**src/rtl/sm_div_seq_pkg.sv**
```systemverilog
// Shared definitions for the sign-magnitude sequential divider:
// FSM encoding, default magnitude widths and the no-negative-zero helper.
package sm_div_seq_pkg;

  localparam int DEF_MAG_A = 4;
  localparam int DEF_MAG_B = 2;

  typedef enum logic [1:0] {
    ST_IDLE = 2'd0,
    ST_CALC = 2'd1,
    ST_DONE = 2'd2
  } state_t;

  // A zero magnitude always reports a positive sign.
  function automatic logic zero_sign(input logic sign, input logic is_zero);
    return sign & ~is_zero;
  endfunction

endpackage

```
**src/rtl/sm_div_seq_step.sv**
```systemverilog
// One combinational restoring-division step: shift in the next dividend bit,
// subtract the divisor when it fits, report the quotient bit.
module sm_div_step #(
  parameter int MAG_B = 2
) (
  input  logic [MAG_B:0]   pr_in,
  input  logic             din,
  input  logic [MAG_B-1:0] divisor,
  output logic [MAG_B:0]   pr_out,
  output logic             q_bit
);

  logic [MAG_B:0] shifted;
  logic [MAG_B:0] div_ext;

  // The bit shifted out of the top stands for 2^(MAG_B+1), so it forces a
  // subtract; the modular difference is still the correct remainder.
  always_comb begin
    shifted = {pr_in[MAG_B-1:0], din};
    div_ext = {1'b0, divisor};
    q_bit   = pr_in[MAG_B] | (shifted >= div_ext);
    pr_out  = q_bit ? (shifted - div_ext) : shifted;
  end

endmodule

```
**src/rtl/sm_div_seq.sv**
```systemverilog
// Sequential sign-magnitude restoring divider with start/done handshake.
// Define SM_DIV_FLAGS_EN to build the zf/ef/of quotient flag registers.
module sm_div_seq
  import sm_div_seq_pkg::*;
#(
  parameter int MAG_A = DEF_MAG_A,
  parameter int MAG_B = DEF_MAG_B
) (
  input  logic             clk,
  input  logic             rst,
  input  logic             start,
  input  logic             a_sign,
  input  logic [MAG_A-1:0] a_mag,
  input  logic             b_sign,
  input  logic [MAG_B-1:0] b_mag,
  output logic             busy,
  output logic             done,
  output logic             q_sign,
  output logic [MAG_A-1:0] q_mag,
  output logic             r_sign,
  output logic [MAG_B-1:0] r_mag,
  output logic             dz,
  output logic             zf,
  output logic             ef,
  output logic             of,
  output logic [1:0]       dbg_state
);

  // Handshake: start is honoured only in IDLE (the accepting edge is E0);
  // busy is high while stepping, done pulses for exactly one cycle.
  localparam int CW = $clog2(MAG_A + 1);
  localparam logic [CW-1:0] LAST = CW'(MAG_A - 1);

  state_t           state, state_nx;
  logic [CW-1:0]    cnt;
  logic [MAG_A-1:0] div_sr;
  logic [MAG_A-1:0] quo_sr;
  logic [MAG_A-1:0] quo_nx;
  logic [MAG_B:0]   rem;
  logic [MAG_B:0]   rem_nx;
  logic [MAG_B-1:0] b_reg;
  logic             sa_reg;
  logic             sq_reg;
  logic             q_bit;
  logic             accept;
  logic             b_zero;
  logic             last_step;

  assign accept    = (state == ST_IDLE) && start;
  assign b_zero    = (b_mag == '0);
  assign last_step = (state == ST_CALC) && (cnt == LAST);
  assign quo_nx    = {quo_sr[MAG_A-2:0], q_bit};

  sm_div_step #(.MAG_B(MAG_B)) u_step (
    .pr_in   (rem),
    .din     (div_sr[MAG_A-1]),
    .divisor (b_reg),
    .pr_out  (rem_nx),
    .q_bit   (q_bit)
  );

  always_ff @(posedge clk) begin
    if (rst) state <= ST_IDLE;
    else     state <= state_nx;
  end

  always_comb begin
    state_nx = state;
    case (state)
      ST_IDLE: if (start) state_nx = b_zero ? ST_DONE : ST_CALC;
      ST_CALC: if (cnt == LAST) state_nx = ST_DONE;
      ST_DONE: state_nx = ST_IDLE;
      default: state_nx = ST_IDLE;
    endcase
  end

  assign busy      = (state == ST_CALC);
  assign done      = (state == ST_DONE);
  assign dbg_state = state;

  // Working registers plus result registers; results hold until rewritten.
  always_ff @(posedge clk) begin
    if (rst) begin
      cnt    <= '0;
      div_sr <= '0;
      quo_sr <= '0;
      rem    <= '0;
      b_reg  <= '0;
      sa_reg <= 1'b0;
      sq_reg <= 1'b0;
      q_sign <= 1'b0;
      q_mag  <= '0;
      r_sign <= 1'b0;
      r_mag  <= '0;
      dz     <= 1'b0;
    end else if (accept) begin
      cnt    <= '0;
      div_sr <= a_mag;
      quo_sr <= '0;
      rem    <= '0;
      b_reg  <= b_mag;
      sa_reg <= a_sign;
      sq_reg <= a_sign ^ b_sign;
      dz     <= b_zero;
      if (b_zero) begin
        q_sign <= 1'b0;
        q_mag  <= '0;
        r_mag  <= a_mag[MAG_B-1:0];
        r_sign <= zero_sign(a_sign, a_mag[MAG_B-1:0] == '0);
      end
    end else if (state == ST_CALC) begin
      cnt    <= cnt + 1'b1;
      div_sr <= {div_sr[MAG_A-2:0], 1'b0};
      quo_sr <= quo_nx;
      rem    <= rem_nx;
      if (last_step) begin
        q_mag  <= quo_nx;
        q_sign <= zero_sign(sq_reg, quo_nx == '0);
        r_mag  <= rem_nx[MAG_B-1:0];
        r_sign <= zero_sign(sa_reg, rem_nx[MAG_B-1:0] == '0);
      end
    end
  end

`ifdef SM_DIV_FLAGS_EN
  always_ff @(posedge clk) begin
    if (rst) begin
      zf <= 1'b0;
      ef <= 1'b0;
      of <= 1'b0;
    end else if (accept && b_zero) begin
      zf <= 1'b1;
      ef <= 1'b1;
      of <= 1'b0;
    end else if (last_step) begin
      zf <= (quo_nx == '0);
      ef <= ~quo_nx[0];
      of <= quo_nx[0];
    end
  end
`else
  assign zf = 1'b0;
  assign ef = 1'b0;
  assign of = 1'b0;
`endif

endmodule

```
**config.mk**
```make
export PLATFORM = sky130hd
export DESIGN_NAME = sm_div_seq
export DESIGN_NICKNAME = d
export VERILOG_FILES = /design/src/rtl/sm_div_seq_pkg.sv /design/src/rtl/sm_div_seq_step.sv /design/src/rtl/sm_div_seq.sv
export SDC_FILE = /design/constraint.sdc
export NUM_CORES = 1
export LEC_CHECK = 0
export ABC_AREA = 1
export CORE_MARGIN = 2
export CORE_UTILIZATION = 35
export CTS_CLUSTER_SIZE = 30
export DETAILED_ROUTE_END_ITERATION = 6
export SLEW_MARGIN = 40
export SYNTH_ARGS = -nofsm -noshare
export SYNTH_HDL_FRONTEND = slang
export SYNTH_HIERARCHICAL = 1
export SYNTH_SLANG_ARGS = --single-unit
```
**constraint.sdc**
```tcl
create_clock -name clk -period 1.7 [get_ports clk]
set_input_delay 0.51 -clock clk [delete_from_list [all_inputs] [get_ports clk]]
set_output_delay 0.51 -clock clk [all_outputs]
set_load 0.01 [all_outputs]
```
==> results of run 1 <==
## timing repair
| item | in CTS | in global routing |
|---|---|---|
| pin swaps | 3 | 4 |
| endpoints found under the setup margin | 6 | 15 |
| resized for setup | 10 | 15 |
| setup buffers | 1 | 1 |
## per-layer routing
| metal | up-vias | GRT usage, % |
|---|---|---|
| li1 | 707 | - |
| met1 | 588 | 21.0 |
| met4 | 0 | 4.50 |
| met5 | - | 0 |
| met2 | 17 | 24.9 |
| met3 | 4 | 2.96 |
## cells in the final DEF, fill, tap and decap left out, drive strengths merged, types with 3 or more instances in the layout
cell type      count
inv               27
dlymetal6s2s      10
nand3             17
nor2              34
ha                 4
conb               3
clkbuf             4
buf               19
dfxtp             28
o21ai              4
clkdlybuf4s50     10
nand2             59
a21oi             14
## worst max-delay path by stage
stage	from	cells past startpoint	to	slack, ns
6_report	div_sr[3]$_SDFFE_PP0P_	12	r_sign$_SDFFE_PP0P_	0.007
5_1_grt	div_sr[3]$_SDFFE_PP0P_	12	r_sign$_SDFFE_PP0P_	-0.11
4_1_cts	div_sr[3]$_SDFFE_PP0P_	12	r_sign$_SDFFE_PP0P_	-0.004
3_5_place_dp	start	6	cnt[0]$_SDFFE_PP0N_	-0.23
3_3_place_gp	start	6	cnt[0]$_SDFFE_PP0N_	-0.21
2_1_floorplan	div_sr[3]$_SDFFE_PP0P_	12	r_sign$_SDFFE_PP0P_	0.07
## layout make-up
| class | count | area (um2) | area share, % |
|---|---|---|---|
| clock buffer | 4 | 55.1 | 2.87 |
| inverter | 27 | 101 | 5.28 |
| multi-input combinational | 144 | 741 | 38.6 |
| timing repair buffer | 42 | 395 | 20.6 |
| tap | 50 | 62.6 | 3.26 |
| sequential | 28 | 566 | 29.4 |
## cell families (layout without fill, tap and decap cells)
kind of cell	Yosys count	in the layout	synth area share, %
buf+inv	34	73	11.0
simple gates	114	114	35.9
xor+xnor	3	3	1.84
fa+ha+maj	5	5	4.91
flops	28	28	39.3
other cells	1	3	0.263
compound gates	19	19	6.84
## critical path, stage by stage, from the launching register on
cell and delay, ns:
dfxtp_2 0.36, inv_2 0.05, ha_4 0.16, fa_1 0.48, inv_1 0.04, nand2_1 0.07, nand2_2 0.08, nor2_2 0.08
nor2_1 0.04, nand2_1 0.05, nand2_1 0.06, nor2_2 0.09, nor2_1 0.04
## per-stage QoR
step / utilization [%] / hold WS, ns / setup TNS [ns] / power, uW / instances
floorplan: - / 0.442 / 0 / 926 / 206
global placement: 45.3 / 0.455 / -4.16 / 1060 / 289
detailed placement: 45.3 / 0.456 / -4.56 / 1060 / 289
CTS: 47.3 / 0.470 / -0.00364 / 1500 / 294
global route: 48.4 / 0.496 / -0.169 / 1570 / 295
finish: 48.4 / 0.464 / 0 / 1480 / 295
## cells in the mapped netlist
library cell	count
nand4_1	2
nor2_8	1
conb_1	1
a21oi_1	14
buf_6	2
nor2_4	2
nand3_1	16
buf_4	3
inv_2	3
inv_1	24
nand2_1	54
xor2_1	1
xnor2_1	2
nor2_1	29
o21ai_0	4
o21a_1	1
nor2_2	2
dfxtp_1	28
buf_2	2
nand3_2	1
nand2_2	5
fa_1	1
ha_1	4
and2_1	2
## power breakdown
group | switching, uW | internal (uW)
clock | 209 | 207
sequential | 21.1 | 689
combinational | 190 | 167
total | 421 | 1060
==> impl_metrics.json, run 1 <==
{
  "crit_fanout": 3,
  "synth_warnings": 6,
  "grt_max_degree": 16,
  "startpoint_type": "register",
  "timing.rr.start": "div_sr[3]$_SDFFE_PP0P_",
  "met3WireLength_um": 92,
  "cts_buffers": 3,
  "worstPathRequired_ns": 1.88,
  "cap_violations": 0,
  "wl_per_cell_um": 10.9,
  "fp.dieH_um": 67.9,
  "diodes": 0,
  "grt_usage_pct": 15.4,
  "drv_slew": 0,
  "pin_count": 27,
  "top_layer_used": "met4",
  "place_congestion": 0.757,
  "layout.nets": 262,
  "clkTransAtPathRegs_ns": 0.10,
  "cp.arrival_ns": 1.87,
  "rows": 23,
  "synth-seq-cells": 28,
  "syn-instance-count": 204,
  "finClkSkew_ns": 0.00159,
  "p_per_area_nw_per_um2": 773,
  "start_util_pct": 35.9,
  "grt_pass1_vias": 1160,
  "rsz0062_at_grt": "true",
  "status": "completed",
  "whs_path_depth": 2,
  "drive_above_1_share_pct": 19.2,
  "synth.area.top_cells": "dfxtp_1, nand2_1, nor2_1",
  "avgViaCountPerCell": 4.46,
  "cts_tree": "done",
  "met2_length_mm": 1.44,
  "stdcell_area_um2": 1920,
  "wirelength_mm": 3.22,
  "r2r_cells": 12,
  "clockBufferDepth": 2,
  "hpwl_mm": 2.39,
  "yosysSeqAreaShare_pct": 39.3,
  "leakagePower_uw": 0.00103,
  "cp-end-kind": "register",
  "worst_slack_ns": 0.00683,
  "dpl_worst_slack_ns": -0.226,
  "clock_latency_ns": 0.27,
  "clockRootBuffer": "clkbuf_8",
  "r2r-end": "r_sign$_SDFFE_PP0P_",
  "period_share_pct": 99.6,
  "die_width_um": 67.9,
  "antenna_found_initial": 0,
  "dr.pass1.iters": 4,
  "setup_viol": 0,
  "ys_types": 24,
  "timing.fmax_ghz": 0.591,
  "syn_avg_cell_area_um2": 7.00,
  "overflow": 0,
  "io_buffers": 23,
  "drt_iter0_markers": 76,
  "hold_start": "dz$_SDFFE_PP0P_",
  "syn_area_um2": 1430,
  "vias": 1316,
  "hold_path.class": "reg -> reg",
  "syn2layout_area_growth_pct": 34.5,
  "path_class": "reg -> reg",
  "grt_pass1_wl_mm": 5.24,
  "cts_hold_buf": 0,
  "yosysTopAreaCell": "dfxtp_1",
  "yosysTopAreaCellShare_pct": 39.3,
  "min_period_ns": 1.69,
  "die_area_um2": 4610,
  "finalHoldViolCount": 0,
  "fillers": 417,
  "cts.htree.levels": 1,
  "remaining_drc_errors": 0,
  "wl_met1_mm": 1.65,
  "top_regs": "div_sr: 4 flops, q_mag: 4 flops",
  "peakVddDrop_v": 0.000634,
  "core_um2": 3970,
  "place_area_um2": 1800,
  "worst-r2r-setup-slack_ns": 0.007,
  "hold_end": "dz$_SDFFE_PP0P_",
  "postRouteAntennaNets": 0,
  "cts.sinks": 28
}
Note: power is estimated with default switching activity, not from simulation.
==> run 2: changes to the inputs <==
CELL_PAD_IN_SITES_DETAIL_PLACEMENT = 2   (was default)
CELL_PAD_IN_SITES_GLOBAL_PLACEMENT = 2   (was default)
CORE_UTILIZATION = 25   (was 35)
PLACE_DENSITY_LB_ADDON = 0.1   (was default)
==> run 2 against run 1 <==
  * Critical path type unchanged
  * The flow now finishes with violations (setup timing)
  * Critical path depth shrank 2
  * Design area grew 2.3%
  * Largest cell class unchanged
  * Sequential share of layout area shrank 0.74 points
  * First-iteration DRC count shrank 74%
  * Die area grew 37%
  * Combinational power grew 14%
==> impl_metrics.json, run 2 (synthesized netlist as in run 1, its figures left out) <==
{
  "status": "complete, but fails checks",
  "violations": "setup timing",
  "crit_fanout": 3,
  "slowest_delay_ns": 0.52,
  "die_area_um2": 6330,
  "antenna_found_initial": 0,
  "overflow": 0,
  "final_cell_mix": "nand2_1, nor2_1, dfxtp_1",
  "p_per_area_nw_per_um2": 788,
  "top_regs": "div_sr: 4 flops, q_mag: 4 flops",
  "path_class": "reg -> reg",
  "final_common_cell": "nand2_1",
  "place_congestion": 0.761,
  "setup_viol": 2,
  "avgViaCountPerCell": 4.48,
  "wirelength_mm": 4.58,
  "stdcell_area_um2": 1970,
  "cts_buffers": 3,
  "path_cells": "inv_2 -> ha_4 -> fa_1 -> inv_2 -> nand2_2 -> nand2_4 -> nand2_1 -> nand2_1 -> nor2_1 -> nor2_1",
  "syn2layout_area_growth_pct": 37.7,
  "die_width_um": 79.6,
  "core_um2": 5510,
  "path_buf_inv": 2,
  "timing.fmax_ghz": 0.586,
  "cpMaxStageDelayCell": "fa_1",
  "grt_pass1_wl_mm": 7.35,
  "total_power_uw": 1550,
  "cts_tree": "done",
  "remaining_drc_errors": 0,
  "clock_latency_ns": 0.28,
  "drv_slew": 0,
  "cts.sinks": 28,
  "finClkSkew_ns": 0.00186,
  "peakVddDrop_v": 0.000331,
  "final_util_pct": 35.7,
  "fp.dieH_um": 79.6,
  "grt_usage_pct": 15.1,
  "hold_path.class": "reg -> reg",
  "finalHoldViolCount": 0,
  "worstPathRequired_ns": 1.88,
  "startpoint_type": "register",
  "io_buffers": 23,
  "worst_slack_ns": -0.00601,
  "cp-end-kind": "register",
  "leakagePower_uw": 0.000956,
  "rsz0062_at_grt": "true",
  "hpwl_mm": 3.58,
  "postRouteAntennaNets": 0,
  "pin_count": 27,
  "layout.nets": 263,
  "clkTransAtPathRegs_ns": 0.10,
  "wl_per_cell_um": 14.4,
  "start_util_pct": 25.9,
  "fillers": 650,
  "rows": 27,
  "clockBufferDepth": 2,
  "fin_setup_tns_ns": -0.0110,
  "hold_ws_ns": 0.479,
  "critical_path.top_delay_family": "adder cells",
  "cap_violations": 0,
  "drt_iter0_markers": 20,
  "grt_pass1_vias": 1522,
  "place_area_um2": 1820,
  "vias": 1424,
  "cts.htree.levels": 1,
  "grt_max_degree": 16,
  "diodes": 0,
  "min_period_ns": 1.71,
  "cp.arrival_ns": 1.88,
  "period_share_pct": 100,
  "dr.pass1.iters": 4,
  "clockRootBuffer": "clkbuf_8",
  "drive_above_1_share_pct": 21.5
}
[run 2: repair_timing]
item,in CTS,in global routing
pin swaps,2,9
setup buffers,0,4
gates resized for setup,15,17
endpoints found under the setup margin,10,11
endpoints found under the hold margin,0,0
hold buffers,0,0
[run 2: metrics by stage]
step	setup WS, ns	cells
after floorplan	0.0735	206
after global routing	-0.133	318
final	-0.00601	318
after detailed placement	-0.225	310
after global placement	-0.197	310
after CTS	-0.0700	314
[run 2: final timing paths]
path	start	to	slack [ns]	depth (start not counted)
max	div_sr[3]$_SDFFE_PP0P_	r_mag[1]$_SDFFE_PP0P_	-0.006	10
min	dz$_SDFFE_PP0P_	dz$_SDFFE_PP0P_	0.48	2
max reg2reg	div_sr[3]$_SDFFE_PP0P_	r_mag[1]$_SDFFE_PP0P_	-0.006	10
min reg2reg	dz$_SDFFE_PP0P_	dz$_SDFFE_PP0P_	0.48	2
[run 2: area by class of cell]
cell class              count  area (um2)  area share (%)
repair buffers             43         387            19.7
inverters                  27         101            5.16
flip-flops and latches     28         564            28.7
clock buffers               4        55.1            2.80
well taps                  72        90.1            4.58
multi-input cells         144         768            39.1
[run 2: tightest hold or removal path, stage by stage, from the launching register on]
cell,delay (ns)
dfxtp_1,0.32
nand2_1,0.06
a21oi_1,0.06
[run 2: power breakdown]
group          switching, uW  internal (uW)  total (uW)  leakage (uW)
sequential              21.7            688         710      0.000229
clock                    222            208         430     0.0000288
combinational            224            185         408      0.000698
[run 2: metal layers]
| layer | GRT usage [%] | part of all wire (%) | vias to the layer above |
|---|---|---|---|
| met4 | 4.66 | 1.2 | 0 |
| met1 | 19.0 | 44 | 692 |
| li1 | - | - | 707 |
| met5 | 0 | 0 | - |
| met3 | 2.15 | 2.2 | 5 |
| met2 | 26.5 | 52 | 20 |
==> run 3: changes to the inputs <==
SLEW_MARGIN = default   (was 40)
clock period = 1.4 ns   (was 1.7 ns; I/O delays follow)
==> run 3 against run 2 <==
  * The flow still finishes with violations (setup timing)
  * Via count increased by 2.9%
  * Design area increased by 12%
  * Routed wire length is 11% higher
  * Combinational power increased by 59%
  * Die area is the same
  * Fmax down 1.2%
  * Global-route usage is 1.9 points higher
==> impl_metrics.json, run 3 (synthesized netlist as in run 1, its figures left out) <==
{
  "layout.nets": 279,
  "wirelength_mm": 5.07,
  "hold_end": "dz$_SDFFE_PP0P_",
  "cp.arrival_ns": 1.91,
  "hold_start": "dz$_SDFFE_PP0P_",
  "core_um2": 5510,
  "die_area_um2": 6330,
  "status": "complete, but fails checks",
  "grt_max_degree": 16,
  "final_common_cell": "nand2_1",
  "wl_per_cell_um": 15.2,
  "antenna_found_initial": 0,
  "final_cell_mix": "nand2_1, buf_4, nor2_1",
  "critical_path.top_delay_family": "adder cells",
  "rows": 27,
  "r2r-end": "r_sign$_SDFFE_PP0P_",
  "drt_iter0_markers": 49,
  "place_congestion": 0.742,
  "violations": "setup timing",
  "p_per_area_nw_per_um2": 900,
  "setup_viol": 10,
  "path_cells": "inv_2 -> ha_4 -> fa_1 -> inv_2 -> nand2_2 -> nand2_4 -> nor2_2 -> nor2_1 -> nand2_1 -> nand2_1 -> nor2_1 -> nor2_1",
  "fp.dieH_um": 79.6,
  "startpoint_type": "register",
  "fin_cells": 333,
  "timing.rr.start": "div_sr[3]$_SDFFE_PP0P_",
  "dp.cells": 321,
  "dr.pass1.iters": 4,
  "diodes": 0,
  "syn2layout_area_growth_pct": 54.3,
  "cpMaxStageDelayCell": "fa_1",
  "cts.sinks": 28,
  "clockBufferDepth": 2,
  "remaining_drc_errors": 0,
  "worst-r2r-setup-slack_ns": -0.33,
  "grt_pass1_wl_mm": 8.31,
  "cts_buffers": 3,
  "worst_slack_ns": -0.326,
  "period_share_pct": 123,
  "whs_path_depth": 2,
  "hpwl_mm": 3.74,
  "cp-end-kind": "register",
  "worstPathRequired_ns": 1.58,
  "rsz0062_at_grt": "true",
  "path_class": "reg -> reg",
  "crit_fanout": 3,
  "grt_pass1_vias": 1635,
  "finalHoldViolCount": 0,
  "hold_path.class": "reg -> reg",
  "clockRootBuffer": "clkbuf_8",
  "clkTransAtPathRegs_ns": 0.10,
  "die_width_um": 79.6,
  "cap_violations": 0,
  "postRouteAntennaNets": 0,
  "timing.fmax_ghz": 0.579,
  "avgViaCountPerCell": 4.40,
  "path_buf_inv": 2,
  "cts_tree": "done",
  "vias": 1465,
  "slowest_delay_ns": 0.52,
  "grt_usage_pct": 17.0,
  "total_power_uw": 1980,
  "top_regs": "div_sr: 4 flops, q_mag: 4 flops",
  "leakagePower_uw": 0.00103,
  "crit_top_cell": "nor2_1",
  "pin_count": 27,
  "io_buffers": 23,
  "drv_slew": 0,
  "dpl_worst_slack_ns": -0.392,
  "drive_above_1_share_pct": 35.2,
  "clock_latency_ns": 0.28,
  "overflow": 0,
  "cts.htree.levels": 1,
  "r2r_cells": 12,
  "peakVddDrop_v": 0.000358,
  "min_period_ns": 1.73,
  "hold_ws_ns": 0.476,
  "finClkSkew_ns": 0.00582,
  "start_util_pct": 25.9
}
run 3: cell types whose count changed in the layout (fill, tap and decap cells not counted), sizes merged:
cell / before / now
buf: 20 / 39
dlygate4sd2: 6 / 11
dlymetal6s2s: 4 / 0
clkdlybuf4s50: 12 / 9
clkbuf: 4 / 3
clkdlybuf4s15: 1 / 0
run 3: cell type report:
class | count | area (um2)
fillers | 637 | 3300
multi-input cells | 144 | 861
flip-flops and latches | 28 | 571
repair buffers | 59 | 533
inverters | 27 | 106
well taps | 72 | 90.1
clock buffers | 3 | 41.3
run 3: timing repair:
action	CTS	global route
resized for setup	47	37
buffers inserted	8	5
endpoints found under the setup margin	33	15
hold buffers	0	0
endpoints found under the hold margin	0	0
pin swaps	13	11
run 3: routing by layer:
layer  up-vias  global-route usage (%)  part of all wire (%)
li1        740                       -                     -
met1       698                    20.9                    44
met2        23                    31.2                    52
met3         4                    2.49                   2.9
met4         0                    3.62                  0.71
met5         -                       0                     0
run 3: power breakdown:
part	leakage, uW	internal (uW)	switching [uW]
clock network	0.0000216	194	272
registers	0.000231	837	30.9
logic	0.000779	315	334
run 3: stage by stage:
stage | utilization [%] | TNS (ns) | cell area, um2
floorplan | - | -0.197 | 1450
detailed placement | 35.0 | -8.80 | 1930
finish | 40.0 | -1.26 | 2200
global placement | 35.0 | -7.60 | 1930
CTS | 37.5 | -1.46 | 2070
global route | 40.0 | -2.30 | 2200
run 3: worst max path at each step:
| stage | to | slack [ns] | start | depth (start not counted) |
|---|---|---|---|---|
| floorplan | r_sign$_SDFFE_PP0P_ | -0.16 | div_sr[3]$_SDFFE_PP0P_ | 12 |
| global placement | r_sign$_SDFFE_PP0P_ | -0.32 | div_sr[3]$_SDFFE_PP0P_ | 12 |
| detailed placement | r_sign$_SDFFE_PP0P_ | -0.39 | div_sr[3]$_SDFFE_PP0P_ | 12 |
| CTS | r_sign$_SDFFE_PP0P_ | -0.33 | div_sr[3]$_SDFFE_PP0P_ | 12 |
| global route | r_sign$_SDFFE_PP0P_ | -0.49 | div_sr[3]$_SDFFE_PP0P_ | 12 |
| finish | r_sign$_SDFFE_PP0P_ | -0.33 | div_sr[3]$_SDFFE_PP0P_ | 12 |
run 3: worst reg2reg max path, cell delays in order (launching register included):
cell and delay, ns:
dfxtp_2 0.37, inv_2 0.05, ha_4 0.15, fa_1 0.52, inv_2 0.05, nand2_2 0.08, nand2_4 0.06, nor2_2 0.08
nor2_1 0.04, nand2_1 0.05, nand2_1 0.05, nor2_1 0.08, nor2_1 0.04
